## src/rtl/tiny16_pkg.sv

```systemverilog
// Shared types and default parameters for the tiny16 run controller.
package tiny16_pkg;

    typedef enum logic [1:0] {
        StIdle,
        StReset,
        StRun,
        StFinish
    } state_e;

    localparam int unsigned DefDataW     = 8;
    localparam int unsigned DefCycW      = 16;
    localparam int unsigned DefRstCycles = 2;
    localparam int unsigned DefMaxCycles = 255;

endpackage

```

## src/rtl/tiny16_run_ctrl_if.sv

```systemverilog
// Control/status bundle between a test harness and the tiny16 run controller.
interface tiny16_run_ctrl_if
    import tiny16_pkg::*;
#(
    parameter int unsigned DATA_W = DefDataW,
    parameter int unsigned CYC_W  = DefCycW
);
    logic              START;
    logic              HALT;
    logic [DATA_W-1:0] OUT_IN;
    logic [DATA_W-1:0] EXPECT;
    logic              CPU_RST;
    logic              RUNNING;
    logic              DONE;
    logic              PASS;
    logic              TIMEOUT;
    logic [CYC_W-1:0]  CYCLES;
    logic [DATA_W-1:0] RESULT;

    modport master (
        output START, HALT, OUT_IN, EXPECT,
        input  CPU_RST, RUNNING, DONE, PASS, TIMEOUT, CYCLES, RESULT
    );

    modport slave (
        input  START, HALT, OUT_IN, EXPECT,
        output CPU_RST, RUNNING, DONE, PASS, TIMEOUT, CYCLES, RESULT
    );
endinterface

```

## src/rtl/tiny16_run_ctrl.sv

```systemverilog
// Sequences a tiny16 CPU through reset and a bounded run, then latches its verdict.
module tiny16_run_ctrl
    import tiny16_pkg::*;
#(
    parameter int unsigned DATA_W     = DefDataW,
    parameter int unsigned CYC_W      = DefCycW,
    parameter int unsigned RST_CYCLES = DefRstCycles,
    parameter int unsigned MAX_CYCLES = DefMaxCycles
) (
    input logic              CLK,
    input logic              RST,
    tiny16_run_ctrl_if.slave bus
);

    localparam logic [7:0]       RstLast = 8'(RST_CYCLES - 1);
    localparam logic [CYC_W-1:0] MaxCnt  = CYC_W'(MAX_CYCLES);

    state_e            state_q, state_d;
    logic [7:0]        rst_cnt_q, rst_cnt_d;
    logic [CYC_W-1:0]  cycles_q, cycles_d, cycles_inc;
    logic [DATA_W-1:0] result_q, result_d;
    logic              pass_q, pass_d;
    logic              timeout_q, timeout_d;
    logic              cpu_rst_q, cpu_rst_d;
    logic              running_q, running_d;
    logic              done_q, done_d;
    logic              begin_run;

    always_comb begin
        state_d    = state_q;
        rst_cnt_d  = rst_cnt_q;
        cycles_d   = cycles_q;
        result_d   = result_q;
        pass_d     = pass_q;
        timeout_d  = timeout_q;
        begin_run  = 1'b0;
        cycles_inc = cycles_q + CYC_W'(1);

        unique case (state_q)
            StIdle: begin
                if (bus.START) begin_run = 1'b1;
            end
            StReset: begin
                if (rst_cnt_q == RstLast) begin
                    state_d   = StRun;
                    rst_cnt_d = 8'd0;
                end else begin
                    rst_cnt_d = rst_cnt_q + 8'd1;
                end
            end
            StRun: begin
                cycles_d = cycles_inc;
                // Halt wins over budget exhaustion in the same cycle.
                if (bus.HALT) begin
                    state_d   = StFinish;
                    result_d  = bus.OUT_IN;
                    pass_d    = (bus.OUT_IN == bus.EXPECT);
                    timeout_d = 1'b0;
                end else if (cycles_inc == MaxCnt) begin
                    state_d   = StFinish;
                    result_d  = bus.OUT_IN;
                    pass_d    = 1'b0;
                    timeout_d = 1'b1;
                end
            end
            StFinish: begin
                if (bus.START) begin_run = 1'b1;
            end
            default: state_d = StIdle;
        endcase

        if (begin_run) begin
            state_d   = StReset;
            rst_cnt_d = 8'd0;
            cycles_d  = '0;
            result_d  = '0;
            pass_d    = 1'b0;
            timeout_d = 1'b0;
        end

        // Status flags are registered copies of the next state.
        cpu_rst_d = (state_d != StRun);
        running_d = (state_d == StRun);
        done_d    = (state_d == StFinish);
    end

    always_ff @(posedge CLK or posedge RST) begin
        if (RST) begin
            state_q   <= StIdle;
            rst_cnt_q <= 8'd0;
            cycles_q  <= '0;
            result_q  <= '0;
            pass_q    <= 1'b0;
            timeout_q <= 1'b0;
            cpu_rst_q <= 1'b1;
            running_q <= 1'b0;
            done_q    <= 1'b0;
        end else begin
            state_q   <= state_d;
            rst_cnt_q <= rst_cnt_d;
            cycles_q  <= cycles_d;
            result_q  <= result_d;
            pass_q    <= pass_d;
            timeout_q <= timeout_d;
            cpu_rst_q <= cpu_rst_d;
            running_q <= running_d;
            done_q    <= done_d;
        end
    end

    assign bus.CPU_RST = cpu_rst_q;
    assign bus.RUNNING = running_q;
    assign bus.DONE    = done_q;
    assign bus.PASS    = pass_q;
    assign bus.TIMEOUT = timeout_q;
    assign bus.CYCLES  = cycles_q;
    assign bus.RESULT  = result_q;

endmodule
```

## src/flat_wrapper.sv

```systemverilog
// flat-port wrapper written by rule: the top's interface ports become plain ports
module tiny16_run_ctrl_flat import tiny16_pkg::*;
#(
    parameter int unsigned DATA_W     = DefDataW,
    parameter int unsigned CYC_W      = DefCycW,
    parameter int unsigned RST_CYCLES = DefRstCycles,
    parameter int unsigned MAX_CYCLES = DefMaxCycles
)
  (CLK, RST, bus_START, bus_HALT, bus_OUT_IN, bus_EXPECT, bus_CPU_RST, bus_RUNNING, bus_DONE, bus_PASS, bus_TIMEOUT, bus_CYCLES, bus_RESULT);
  tiny16_run_ctrl_if #(.DATA_W(DATA_W), .CYC_W(CYC_W)) bus_i ();
  input logic CLK;
  input logic RST;
  input wire logic [$bits(bus_i.START)-1:0] bus_START;
  input wire logic [$bits(bus_i.HALT)-1:0] bus_HALT;
  input wire logic [$bits(bus_i.OUT_IN)-1:0] bus_OUT_IN;
  input wire logic [$bits(bus_i.EXPECT)-1:0] bus_EXPECT;
  output wire logic [$bits(bus_i.CPU_RST)-1:0] bus_CPU_RST;
  output wire logic [$bits(bus_i.RUNNING)-1:0] bus_RUNNING;
  output wire logic [$bits(bus_i.DONE)-1:0] bus_DONE;
  output wire logic [$bits(bus_i.PASS)-1:0] bus_PASS;
  output wire logic [$bits(bus_i.TIMEOUT)-1:0] bus_TIMEOUT;
  output wire logic [$bits(bus_i.CYCLES)-1:0] bus_CYCLES;
  output wire logic [$bits(bus_i.RESULT)-1:0] bus_RESULT;
  assign bus_i.START = bus_START;
  assign bus_i.HALT = bus_HALT;
  assign bus_i.OUT_IN = bus_OUT_IN;
  assign bus_i.EXPECT = bus_EXPECT;
  assign bus_CPU_RST = bus_i.CPU_RST;
  assign bus_RUNNING = bus_i.RUNNING;
  assign bus_DONE = bus_i.DONE;
  assign bus_PASS = bus_i.PASS;
  assign bus_TIMEOUT = bus_i.TIMEOUT;
  assign bus_CYCLES = bus_i.CYCLES;
  assign bus_RESULT = bus_i.RESULT;
  tiny16_run_ctrl #(.DATA_W(DATA_W), .CYC_W(CYC_W), .RST_CYCLES(RST_CYCLES), .MAX_CYCLES(MAX_CYCLES)) u_core (.CLK(CLK), .RST(RST), .bus(bus_i));
endmodule
```

## config.mk

```make
export PLATFORM = sky130hd
export DESIGN_NAME = tiny16_run_ctrl_flat
export DESIGN_NICKNAME = d
export VERILOG_FILES = /design/src/rtl/tiny16_pkg.sv /design/src/rtl/tiny16_run_ctrl_if.sv /design/src/rtl/tiny16_run_ctrl.sv /design/src/flat_wrapper.sv
export SDC_FILE = /design/constraint.sdc
export NUM_CORES = 1
export LEC_CHECK = 0
export CORE_ASPECT_RATIO = 1.75
export CORE_MARGIN = 2
export CORE_UTILIZATION = 25
export CTS_BUF_LIST = sky130_fd_sc_hd__clkbuf_2 sky130_fd_sc_hd__clkbuf_4 sky130_fd_sc_hd__clkbuf_8
export CTS_CLUSTER_SIZE = 14
export DETAILED_ROUTE_END_ITERATION = 8
export DONT_BUFFER_PORTS = 1
export PLACE_DENSITY = 0.48
export SYNTH_ARGS = -nofsm -noshare
export SYNTH_HDL_FRONTEND = slang
export SYNTH_SLANG_ARGS = --single-unit
```

## constraint.sdc

```tcl
create_clock -name CLK -period 5.6 [get_ports CLK]
set_input_delay 0.56 -clock CLK [delete_from_list [all_inputs] [get_ports CLK]]
set_output_delay 0.56 -clock CLK [all_outputs]
set_load 0.03 [all_outputs]
```

==> results.sh <==
export IMPL_status="completed"
export IMPL_worstSetupEndpoint="u_core.bus.RUNNING$_DFF_PP0_"
export IMPL_rows=46
export IMPL_fin_cells=362
export IMPL_insertion_delay_ns=0.29
export IMPL_fin_crit_ns=3.00
export IMPL_synth_top_area_share_pct=40.9
export IMPL_worst_slew_margin_rel_pct=35.3
export IMPL_cts_max_path_buffers=2
export IMPL_cts_root_buffer="clkbuf_8"
export IMPL_startpoint_type="register"
export IMPL_cpMaxStageDelayCell="a2111oi_4"
export IMPL_tns_ns=0
export IMPL_dp_cells=354
export IMPL_synth_distinct_cells=48
export IMPL_avgSynthCellArea_um2=9.50
export IMPL_area_delta_synth_final_pct=7.96
export IMPL_ctsHoldBuffers=0
export IMPL_ys_seq_area_share_pct=42.0
export IMPL_yosysWarningCount=0
export IMPL_cp_depth=7
export IMPL_wl_per_cell_um=15.1
export IMPL_cp_max_fo=18
export IMPL_reg2reg_to="u_core.bus.RUNNING$_DFF_PP0_"
export IMPL_worstSetupStartpoint="u_core.bus.CYCLES[0]$_DFFE_PP0P_"
export IMPL_hold_ws_ns=0.270
export IMPL_totalWireLength_mm=5.46
export IMPL_die_w_um=76.9
export IMPL_drc_errors=0
export IMPL_cts_buffers=5
export IMPL_r2r_slack_ns=2.60
export IMPL_rsz0062_at_grt="false"
export IMPL_synth_most_common_cell="dfrtp_1"
export IMPL_post_route_cells_drive_above_1_share_pct=9.09
export IMPL_yosysTopAreaCell="dfrtp_1"
export IMPL_reg2reg_depth=7
export IMPL_synth_cells=245
export IMPL_hold_path_class="primary input to asynchronous set/reset pin"
export IMPL_critPathBufInv=1
export IMPL_leakagePower_nw=1.04
export IMPL_grt_pass1_vias=1697
export IMPL_ctsHtreeMaxLevel=2
export IMPL_r2r_start="u_core.bus.CYCLES[0]$_DFFE_PP0P_"
export IMPL_postCtsResizedCells=0
export IMPL_power_uw=491
export IMPL_fin_skew_ns=0.00713
export IMPL_io_buffer_count=0
export IMPL_drt_initial_drc_count=47
export IMPL_slew_violations=0
export IMPL_nets=267
export IMPL_ir_drop_v=0.0000742
export IMPL_gp_congestion=0.751
export IMPL_num_vias=1746
export IMPL_ys_seq_elements=39
export IMPL_route_antenna_remaining_nets=0
export IMPL_crit_family="compound AO/OA/AOI/OAI gates"
export IMPL_post_cts_setup_buffer_count=0
export IMPL_cap_viol_max_count=0
export IMPL_clock_fmax_mhz=334
export IMPL_synth_common_cells="dfrtp_1, nor2_1, nand2_1, xor2_1, nand4_1"
export IMPL_synth_edf_count=0
export IMPL_die_y_um=132
export IMPL_ys_top_cells_by_area="dfrtp_1, xor2_1, nor2_1, xnor2_1, nand4_1"
export IMPL_syn_area_um2=2330
export IMPL_crit_type="register to register"
export IMPL_hold_violations=0
export IMPL_ys_flop_type="dfrtp_1"
export IMPL_fillerInstances=973
export IMPL_grt_ovfl_total=0
export IMPL_clock_sinks=39
export IMPL_tightest_slew_ns=0.971
export IMPL_regArea_um2=977
export IMPL_viasPerCell=4.82
export IMPL_grt_max_degree=40
export IMPL_cts_clk_slew_worst_paths_ns=0.08
export IMPL_ios=49
export IMPL_dieArea_um2=10100
export IMPL_period_share_pct=53.5
export IMPL_start_util_pct=25.8
export IMPL_track_usage_pct=11.4
export IMPL_cp_cell_sequence="ha_1, inv_1, nor4_2, mux2i_1, a2111oi_4, a211oi_2, o21a_1"
export IMPL_grt_pass1_wl_mm=9.05
export IMPL_cts_tree="done"
export IMPL_setup_viol=0
export IMPL_antenna_cells=0
export IMPL_core_area_um2=9040
export IMPL_critPathRequiredTime_ns=5.79
export IMPL_async_reset_ff_share_pct=100
export IMPL_arrival_ns=3.18
export IMPL_firstDrtPassIters=4
export IMPL_slowest_delay_ns=0.77
export IMPL_multi_input_area_um2=1260
export IMPL_hpwl_mm=4.05
export IMPL_synth_net_count=271
export IMPL_crit_path_end_kind="register"
export IMPL_power_density_nw_per_um2=195
export IMPL_antenna_found_initial=0
export IMPL_dp_slack_ns=2.59
export IMPL_fin_ws_ns=2.60
layout make-up:
class                      instances  share of cell area [%]
clock inverter                     1                   0.199
inverter                           8                    1.20
sequential                        39                    38.9
timing repair buffer               1                   0.299
multi-input combinational        186                    50.1
tap                              120                    5.98
clock buffer                       7                    3.34
power breakdown:
group / leakage (nW) / switching (mW) / total [mW] / internal (mW)
Sequential: 0.448 / 0 / 0.281 / 0.281
Clock: 0.0491 / 0.101 / 0.198 / 0.0972
Combinational: 0.544 / 0.00770 / 0.0113 / 0.00356
Total: 1.04 / 0.108 / 0.491 / 0.382
state kept, by name, summed over array words and instances (netlist names):
register / cells
u_core.bus.PASS: 1
u_core.bus.RUNNING: 1
u_core.bus.DONE: 1
u_core.bus.CYCLES: 16
u_core.state_q: 2
u_core.bus.TIMEOUT: 1
u_core.bus.CPU_RST: 1
u_core.rst_cnt_q: 8
u_core.bus.RESULT: 8
placed cells by master, fill, tap and decap left out, drive strengths merged, types with 2 or more instances in the layout:
cell	count
and2	2
and3	3
nand3	10
xor2	18
ha	6
inv	8
dfrtp	38
nor4	6
nand4	16
nor3	5
nor2	37
mux2i	3
nand2	22
o21a	2
xnor2	13
nor3b	3
a21oi	4
clkbuf	7
o21ai	6
a211oi	2
o211ai	9
a2bb2oi	8
cell families after synthesis:
family	Yosys count	share of synthesized area, %
compound gates	38	12.7
xor+xnor	31	11.7
fa+ha+maj	6	3.23
buf+inv	20	3.92
flops	39	42.0
mux	3	1.29
simple gates	108	25.2
how the worst min path moves through the flow:
stage / start / to / slack (ns) / depth (start not counted)
global route: RST / u_core.bus.CYCLES[14]$_DFFE_PP0P_ / 0.32 / 2
global placement: u_core.rst_cnt_q[7]$_DFFE_PP0P_ / u_core.rst_cnt_q[7]$_DFFE_PP0P_ / 0.52 / 2
floorplan: u_core.rst_cnt_q[7]$_DFFE_PP0P_ / u_core.rst_cnt_q[7]$_DFFE_PP0P_ / 0.50 / 2
CTS: RST / u_core.bus.CYCLES[14]$_DFFE_PP0P_ / 0.29 / 2
detailed placement: u_core.rst_cnt_q[7]$_DFFE_PP0P_ / u_core.rst_cnt_q[7]$_DFFE_PP0P_ / 0.55 / 2
finish: RST / u_core.bus.CYCLES[14]$_DFFE_PP0P_ / 0.27 / 2
per-stage QoR:
| stage | util [%] | area, um^2 |
|---|---|---|
| 3_5_place_dp | 26.8 | 2420 |
| 6_report | 27.8 | 2510 |
| 3_3_place_gp | 26.8 | 2420 |
| 5_1_grt | 27.8 | 2510 |
| 2_1_floorplan | - | 2330 |
| 4_1_cts | 27.8 | 2510 |
metal layers:
metal / vias to the layer above / share of wire [%] / GRT usage, %
met5: - / 0 / 0
met4: 0 / 2.1 / 5.15
met3: 7 / 4.4 / 2.95
met2: 39 / 54 / 20.3
met1: 840 / 39 / 12.3
li1: 860 / - / -
(Power assumes the default switching activity.)
